**config.mk**
```make
export PLATFORM = sky130hd
export DESIGN_NAME = nfca_tx_frombytes
export DESIGN_NICKNAME = d
export VERILOG_FILES = /design/src/rtl/nfca_pkg.sv /design/src/rtl/nfca_tx_frombytes.sv
export SDC_FILE = /design/constraint.sdc
export NUM_CORES = 1
export LEC_CHECK = 0
export CAP_MARGIN = 20
export CORE_ASPECT_RATIO = 1.1
export CORE_UTILIZATION = 45
export DETAILED_ROUTE_END_ITERATION = 8
export PLACE_DENSITY = 0.71
export SLEW_MARGIN = 20
export SYNTH_ARGS = -nofsm -noshare
export SYNTH_HDL_FRONTEND = slang
export SYNTH_SLANG_ARGS = --single-unit
```
**constraint.sdc**
```tcl
create_clock -name clk -period 5.9 [get_ports clk]
set_clock_uncertainty 0.05 [all_clocks]
set_input_delay 1.475 -clock clk [delete_from_list [all_inputs] [get_ports clk]]
set_output_delay 1.475 -clock clk [all_outputs]
set_load 0.01 [all_outputs]
```
**src/rtl/nfca_pkg.sv**
```systemverilog
// Shared NFC-A definitions: symbol kinds, byte constants and bit-count helpers.
package nfca_pkg;

   localparam int unsigned SYM_KIND_W = 2;

   typedef enum logic [SYM_KIND_W-1:0] {
      SymSoc  = 2'd0,
      SymData = 2'd1,
      SymPar  = 2'd2,
      SymEoc  = 2'd3
   } sym_kind_e;

   localparam logic [3:0] FULL_BYTE = 4'd8;

   // A last-byte bit count of 0 or above 8 means a full byte.
   function automatic logic [3:0] norm_datab(input logic [3:0] datab);
      return ((datab == 4'd0) || (datab > FULL_BYTE)) ? FULL_BYTE : datab;
   endfunction

endpackage

```
**src/rtl/nfca_tx_frombytes.sv**
```systemverilog
// NFC-A transmit serializer: byte stream in, SOC / LSB-first data / odd parity / EOC symbols out.
module nfca_tx_frombytes
   import nfca_pkg::*;
#(
   parameter int unsigned FETCH_TIMEOUT = 16
) (
   input  logic                  clk,
   input  logic                  rst,
   input  logic                  tx_tvalid,
   output logic                  tx_tready,
   input  logic [7:0]            tx_tdata,
   input  logic [3:0]            tx_tdatab,
   input  logic                  tx_tlast,
   output logic                  sym_valid,
   input  logic                  sym_ready,
   output logic [SYM_KIND_W-1:0] sym_kind,
   output logic                  sym_bit,
   output logic                  busy,
   output logic                  tx_underrun
);

   localparam int unsigned TMO_W = (FETCH_TIMEOUT > 1) ? $clog2(FETCH_TIMEOUT) : 1;
   localparam logic [TMO_W-1:0] TMO_LAST = TMO_W'(FETCH_TIMEOUT - 1);

   typedef enum logic [2:0] {
      StIdle,
      StSoc,
      StData,
      StPar,
      StFetch,
      StEoc
   } state_e;

   state_e           r_state;
   state_e           w_state_d;
   // Holds tx_tready low for the first cycle after reset.
   logic             r_init;
   logic [7:0]       r_byte;
   logic             r_last;
   logic [3:0]       r_nbits;
   logic [3:0]       r_cnt;
   logic [TMO_W-1:0] r_tmo;

   logic             w_tready;
   logic             w_valid;
   sym_kind_e        w_kind;
   logic             w_bit;
   logic             w_load;
   logic             w_cnt_clr;
   logic             w_cnt_inc;
   logic             w_tmo_clr;
   logic             w_tmo_inc;
   logic             w_underrun;

   // Next-state, datapath controls and symbol outputs decoded from the current state.
   always_comb begin
      w_state_d  = r_state;
      w_tready   = 1'b0;
      w_valid    = 1'b0;
      w_kind     = SymSoc;
      w_bit      = 1'b0;
      w_load     = 1'b0;
      w_cnt_clr  = 1'b0;
      w_cnt_inc  = 1'b0;
      w_tmo_clr  = 1'b0;
      w_tmo_inc  = 1'b0;
      w_underrun = 1'b0;
      unique case (r_state)
         StIdle: begin
            w_tready = r_init;
            if (tx_tvalid && r_init) begin
               w_load    = 1'b1;
               w_state_d = StSoc;
            end
         end
         StSoc: begin
            w_valid = 1'b1;
            w_kind  = SymSoc;
            if (sym_ready) begin
               w_cnt_clr = 1'b1;
               w_state_d = StData;
            end
         end
         StData: begin
            w_valid = 1'b1;
            w_kind  = SymData;
            w_bit   = r_byte[r_cnt[2:0]];
            if (sym_ready) begin
               if (r_cnt < (r_nbits - 4'd1)) begin
                  w_cnt_inc = 1'b1;
               end else if (r_nbits == FULL_BYTE) begin
                  w_state_d = StPar;
               end else begin
                  // Partial last byte carries no parity.
                  w_state_d = StEoc;
               end
            end
         end
         StPar: begin
            w_valid = 1'b1;
            w_kind  = SymPar;
            w_bit   = ~^r_byte;
            if (sym_ready) begin
               if (r_last) begin
                  w_state_d = StEoc;
               end else begin
                  w_tmo_clr = 1'b1;
                  w_state_d = StFetch;
               end
            end
         end
         StFetch: begin
            w_tready = r_init;
            if (tx_tvalid && r_init) begin
               w_load    = 1'b1;
               w_cnt_clr = 1'b1;
               w_state_d = StData;
            end else if (r_tmo == TMO_LAST) begin
               // Close the frame cleanly rather than leave the field modulated.
               w_underrun = 1'b1;
               w_state_d  = StEoc;
            end else begin
               w_tmo_inc = 1'b1;
            end
         end
         StEoc: begin
            w_valid = 1'b1;
            w_kind  = SymEoc;
            if (sym_ready) begin
               w_state_d = StIdle;
            end
         end
         default: begin
            w_state_d = StIdle;
         end
      endcase
   end

   // State register with synchronous reset; mid-frame reset aborts without EOC.
   always_ff @(posedge clk) begin
      if (rst) begin
         r_state <= StIdle;
         r_init  <= 1'b0;
      end else begin
         r_state <= w_state_d;
         r_init  <= 1'b1;
      end
   end

   // Byte, bit-count and timeout registers.
   always_ff @(posedge clk) begin
      if (rst) begin
         r_byte  <= 8'd0;
         r_last  <= 1'b0;
         r_nbits <= 4'd0;
         r_cnt   <= 4'd0;
         r_tmo   <= '0;
      end else begin
         if (w_load) begin
            r_byte  <= tx_tdata;
            r_last  <= tx_tlast;
            r_nbits <= tx_tlast ? norm_datab(tx_tdatab) : FULL_BYTE;
         end
         if (w_cnt_clr) begin
            r_cnt <= 4'd0;
         end else if (w_cnt_inc) begin
            r_cnt <= r_cnt + 4'd1;
         end
         if (w_tmo_clr) begin
            r_tmo <= '0;
         end else if (w_tmo_inc) begin
            r_tmo <= r_tmo + 1'b1;
         end
      end
   end

   assign tx_tready   = w_tready;
   assign sym_valid   = w_valid;
   assign sym_kind    = w_kind;
   assign sym_bit     = w_bit;
   assign busy        = (r_state != StIdle);
   assign tx_underrun = w_underrun;

endmodule

```
# Word-level counts from Yosys, hierarchy flattened
# Index checks and enable logic that the tools add are counted.
[word_totals]
ff_bits = 25
inputBits = 17
out_inout_bits = 7
[op_classes]
add_sub_neg = 3
n_lt_le_gt_ge = 3
eq_ne = 14
n_mux = 36
reduce_logical = 11
[op_table]
columns = ["operator", "n"]
rows = [
  ["$mux 3", 9],
  ["$mux 1", 20],
  ["$pmux 3 s6", 1],
  ["$ne 2x2->1 const B", 6],
  ["$add 4x1->4 const B", 2],
  ["$eq 4x4->1 const B", 2],
  ["$mux 4", 2],
  ["$reduce_xnor 8->1", 1],
  ["$reduce_and 7->1", 1],
  ["$eq 3x2->1 const B", 2],
  ["$eq 3x3->1 const B", 2],
  ["$pmux 2 s3", 1],
  ["$reduce_or 2->1", 3],
  ["$gt 4x4->1 const B", 1],
  ["$logic_not 4->1", 1],
  ["$lt 3x4->1 const B", 1],
  ["$lt 4x4->1", 1],
  ["$pmux 1 s2", 2],
  ["$reduce_or 4->1", 1],
  ["$sub 4x1->4 const B", 1],
  ["$bmux 1 s3", 1],
  ["$eq 3x1->1 const B", 1],
  ["$logic_not 3->1", 1],
  ["$ne 3x3->1 const B", 1],
  ["3 further kinds", 3],
]

# Logic depth before layout (Yosys ltp)
[logic_depth]
depth_word = 5
ltp_mapped = 8
mapped_depth_nobuf = 8

# Worst setup path before layout
# Ideal clock, no wire load.
[synth_path]
path_type = "input to output"
start = "input tx_tvalid"
end = "output tx_underrun"
t_arrival_ns = 2.073
required_ns = 4.375
slack_ns = 2.302
path_stages = 3
path_cell_list = "a211oi_2 nand2_1 nor2_1"
[synth_via]
elab_chain_len = 3
[synth_lines]
columns = ["item", "line", "source"]
rows = [
  ["from (decl)", "nfca_tx_frombytes.sv:9", "input logic tx_tvalid,"],
  ["$logic_and 1x1->1", "nfca_tx_frombytes.sv:114", "if (tx_tvalid && r_init) begin"],
  ["$mux 1", "nfca_tx_frombytes.sv:114", ""],
  ["$mux 1", "nfca_tx_frombytes.sv:68", "unique case (r_state)"],
  ["to (decl)", "nfca_tx_frombytes.sv:19", "output logic tx_underrun"],
]
# No other way between the ends.

# Worst setup path in the final report
# Ends and elaborated chain as after synthesis.

==> summary.md <==
| Metric | Value |
|---|---|
| Status | `finished, final reports clean` |
| Yosys cell types | `36` |
| Final hold vios | `0` |
| Total track usage | `between 20% and 30%` |
| Initial antenna violation count | `0` |
| Int Pwr | `336 uW` |
| Worst Setup End Kind | `primary output` |
| Largest net degree at the start of global routing | `19` |
| Combinational fraction of design power | `between 40 and 50%` |
| Crit start category | `input port` |
| Worst Tran Pin Value | `approximately 660 ps` |
| Std-Cell Rows | `20` |
| Clock-pin slew on the worst setup and hold paths | `about 150 ps` |
| Most common cell after layout, fill and taps aside | `nand2_1` |
| Core Area | `approximately 0.0029 sq mm` |
| Largest family of logic cells by synthesized area | `simple AND/OR/NAND/NOR gates` |
| Area growth, synth to finish | `18.4%` |
| Num CTS Buffers | `3` |
| Synth Cell Area | `0.00140 sq mm` |
| # hold bufs at CTS | `0` |
| CTS root buf | `clkbuf_4` |
| Routed Antenna Nets | `0` |
| Simple-Gate Fraction of Synth Area | `around a fifth` |
| Chip height | `60.4 um` |
| Multiplexer area fraction after synthesis | `roughly 5.4%` |
| Number of global-route vias before repair | `approximately 1,100` |
| Placed cells | `212` |
| TritonCTS clock tree | `done` |
| Initial DRC Count | `40` |
| Vias | `1,202` |
| Buffer depth of the longest clock path | `2` |
| Resized cells post-CTS | `0` |
| Crit path arrival time | `3090 ps` |
| Max cap viols | `0` |
| Starting density of the core | `48.9%` |
| Sequential area share after synthesis | `approximately 36%` |
| Average cell area after synthesis | `between 8 and 9 sq um` |
| Peak VDD IR | `0.263 mV` |
| Yosys top cell by area | `dfxtp_1` |
| Post-Syn Instances | `166` |
| Reg power frac | `41.2%` |
| Die W | `between 50 and 60 um` |
| Leakage Power | `a little under 0.0006 uW` |
| Setup Fix Bufs, Post-CTS | `0` |
| Switching Share | `between 30% and 40%` |
| Sw Pwr | `around 220 uW` |
| Hold Crit Class | `flip-flop to flip-flop` |
| Synth Warn # | `0` |
| Worst slew margin | `55.5%` |
| Post-synth net total | `about 190` |
| Setup TNS | `0 ps` |
| Most frequent cells in the layout | `nand2_1, dfxtp_1, clkdlybuf4s50_1, a21oi_1, nor2_1` |
| Final min period | `approximately 4600 ps` |
| Post-Route WL | `about 2.9 mm` |
| Fraction of registers with async set/reset | `0%` |
| First-pass GRT wire length | `approximately 5 mm` |
| Pwr/cell area | `~330 mW/mm^2` |
| CP Max Fanout | `4` |
| ANT cells | `0` |
| Top FF cell, synth | `dfxtp_1` |
| H-tree depth | `1` |
| Max Slew Vio Count | `0` |
| Clk pwr share | `~15%` |
| I/O pins | `24` |
| Finished Layout Cells | `approximately 220` |
| Adder-Cell Fraction of Synth Area | `5.38%` |
| Overflow after GRT | `0` |
| WS Path Type | `input port to primary output` |
| Share of cells above drive strength 1 | `6.56%` |
| Nets | `between 200 and 250` |
| Die area | `roughly 0.0033 sq mm` |
| Post-synth EDFFs | `0` |
| # port buffers | `23` |
| Crit path required time | `4380 ps` |
| RSZ-0062 raised after global routing | `no` |
| GPL Wtd Cong | `about 0.9` |
| Post-synthesis compound-gate area fraction | `19.6%` |
| Clk_lat worst skew | `between 300 and 400 ps` |
| Fin crit share | `78.1%` |
| First-pass detailed-route iteration total | `4` |
| Clk sink count | `25` |
| DRC Markers | `0` |
| Final setup viols | `0` |
| Yosys top cell area share | `35.9%` |
| Vias/cell | `5.56` |
| Final HPWL DP | `2.14 mm` |
| WL per Instance | `roughly 13 um` |
| Xor-xnor portion of the synthesized cell area | `under 10%` |
| Number of synthesized register bits | `25` |
| F_max | `between 0.2 and 0.25 GHz` |
| Top area cells in the synthesized netlist | `dfxtp_1, nand2_1, a21oi_1, xnor2_1, ha_1` |
==> cells by family (layout without fill, tap and decap cells) <==
kind of cell / Yosys count / after routing
adder cells (fa/ha/maj): 6 / 6
flip-flops: 25 / 25
AO/OA/AOI/OAI: 40 / 40
AND/OR/NAND/NOR: 60 / 60
buffers and inverters: 17 / 34
multiplexers: 5 / 5
XOR/XNOR: 13 / 13
==> cells in the mapped netlist (2+ instances only) <==
cell and number:
mux2i_1 3, a21oi_1 20, nor3_1 3, clkbuf_1 7, xnor2_1 10, a311oi_1 2, ha_1 6, nand3_1 6
and3_1 2, dfxtp_1 25, nand2_1 27, xor2_1 3, nor2b_1 2, mux4_2 2, o21ai_0 5, o21a_1 3
nor2_1 11, buf_4 2, nand4_1 3, a31oi_1 2, inv_1 7
==> power groups by stage <==
| stage | Sequential, uW | Clock, uW | Combinational, uW |
|---|---|---|---|
| global route | 231 | 92.6 | 267 |
| floorplan | 205 | 0 | 196 |
| global placement | 230 | 0 | 234 |
| detailed placement | 230 | 0 | 239 |
| finish | 228 | 84.8 | 240 |
| CTS | 227 | 85.0 | 241 |
==> final timing paths <==
path | from | end | slack, ps | depth (start not counted)
max | tx_tvalid | tx_underrun | 1290 | 5
min | r_byte[7] | r_byte[7] | 450 | 2
max reg2reg | r_nbits[0] | r_state[0] | 3570 | 8
min reg2reg | r_byte[7] | r_byte[7] | 450 | 2
==> registers in the layout, summed over array words and instances (netlist names) <==
signal   cells
r_state      3
r_init       1
r_nbits      4
r_cnt        4
r_byte       8
r_last       1
r_tmo        4
==> critical path, cell delays in order <==
cell and delay, ps:
clkdlybuf4s50_1 450, a211oi_2 320, nand2_1 170, nor2_1 130, clkdlybuf4s50_1 540
==> final cells by class <==
cell class,instances,area (sq um)
clock buffers,3,22.5
clock inverters,1,8.76
fillers,287,1200
inverters,7,26.3
multi-input cells,124,822
flip-flops and latches,25,500
well taps,33,41.3
repair buffers,23,230
==> metrics by stage <==
step / cell area [sq um] / hold WS [ps] / total power (uW) / util, % / setup slack (ps)
global route: 1650 / 471 / 591 / 57.9 / 1200
detailed placement: 1620 / 421 / 469 / 56.8 / 1290
global placement: 1620 / 415 / 464 / 56.8 / 1350
finish: 1650 / 448 / 553 / 57.9 / 1290
floorplan: 1400 / 395 / 401 / - / 2300
CTS: 1650 / 453 / 552 / 57.9 / 1290
==> metal layers <==
metal	routed length [um]	track usage, %	part of all wire [%]	vias up
li1	-	-	-	614
met1	1340	26.5	46	557
met2	1370	32.0	47	29
met3	149	6.02	5.2	2
met4	24	6.43	0.83	0
met5	0	0	0	-
No activity file was read; power rests on OpenSTA's default activity.
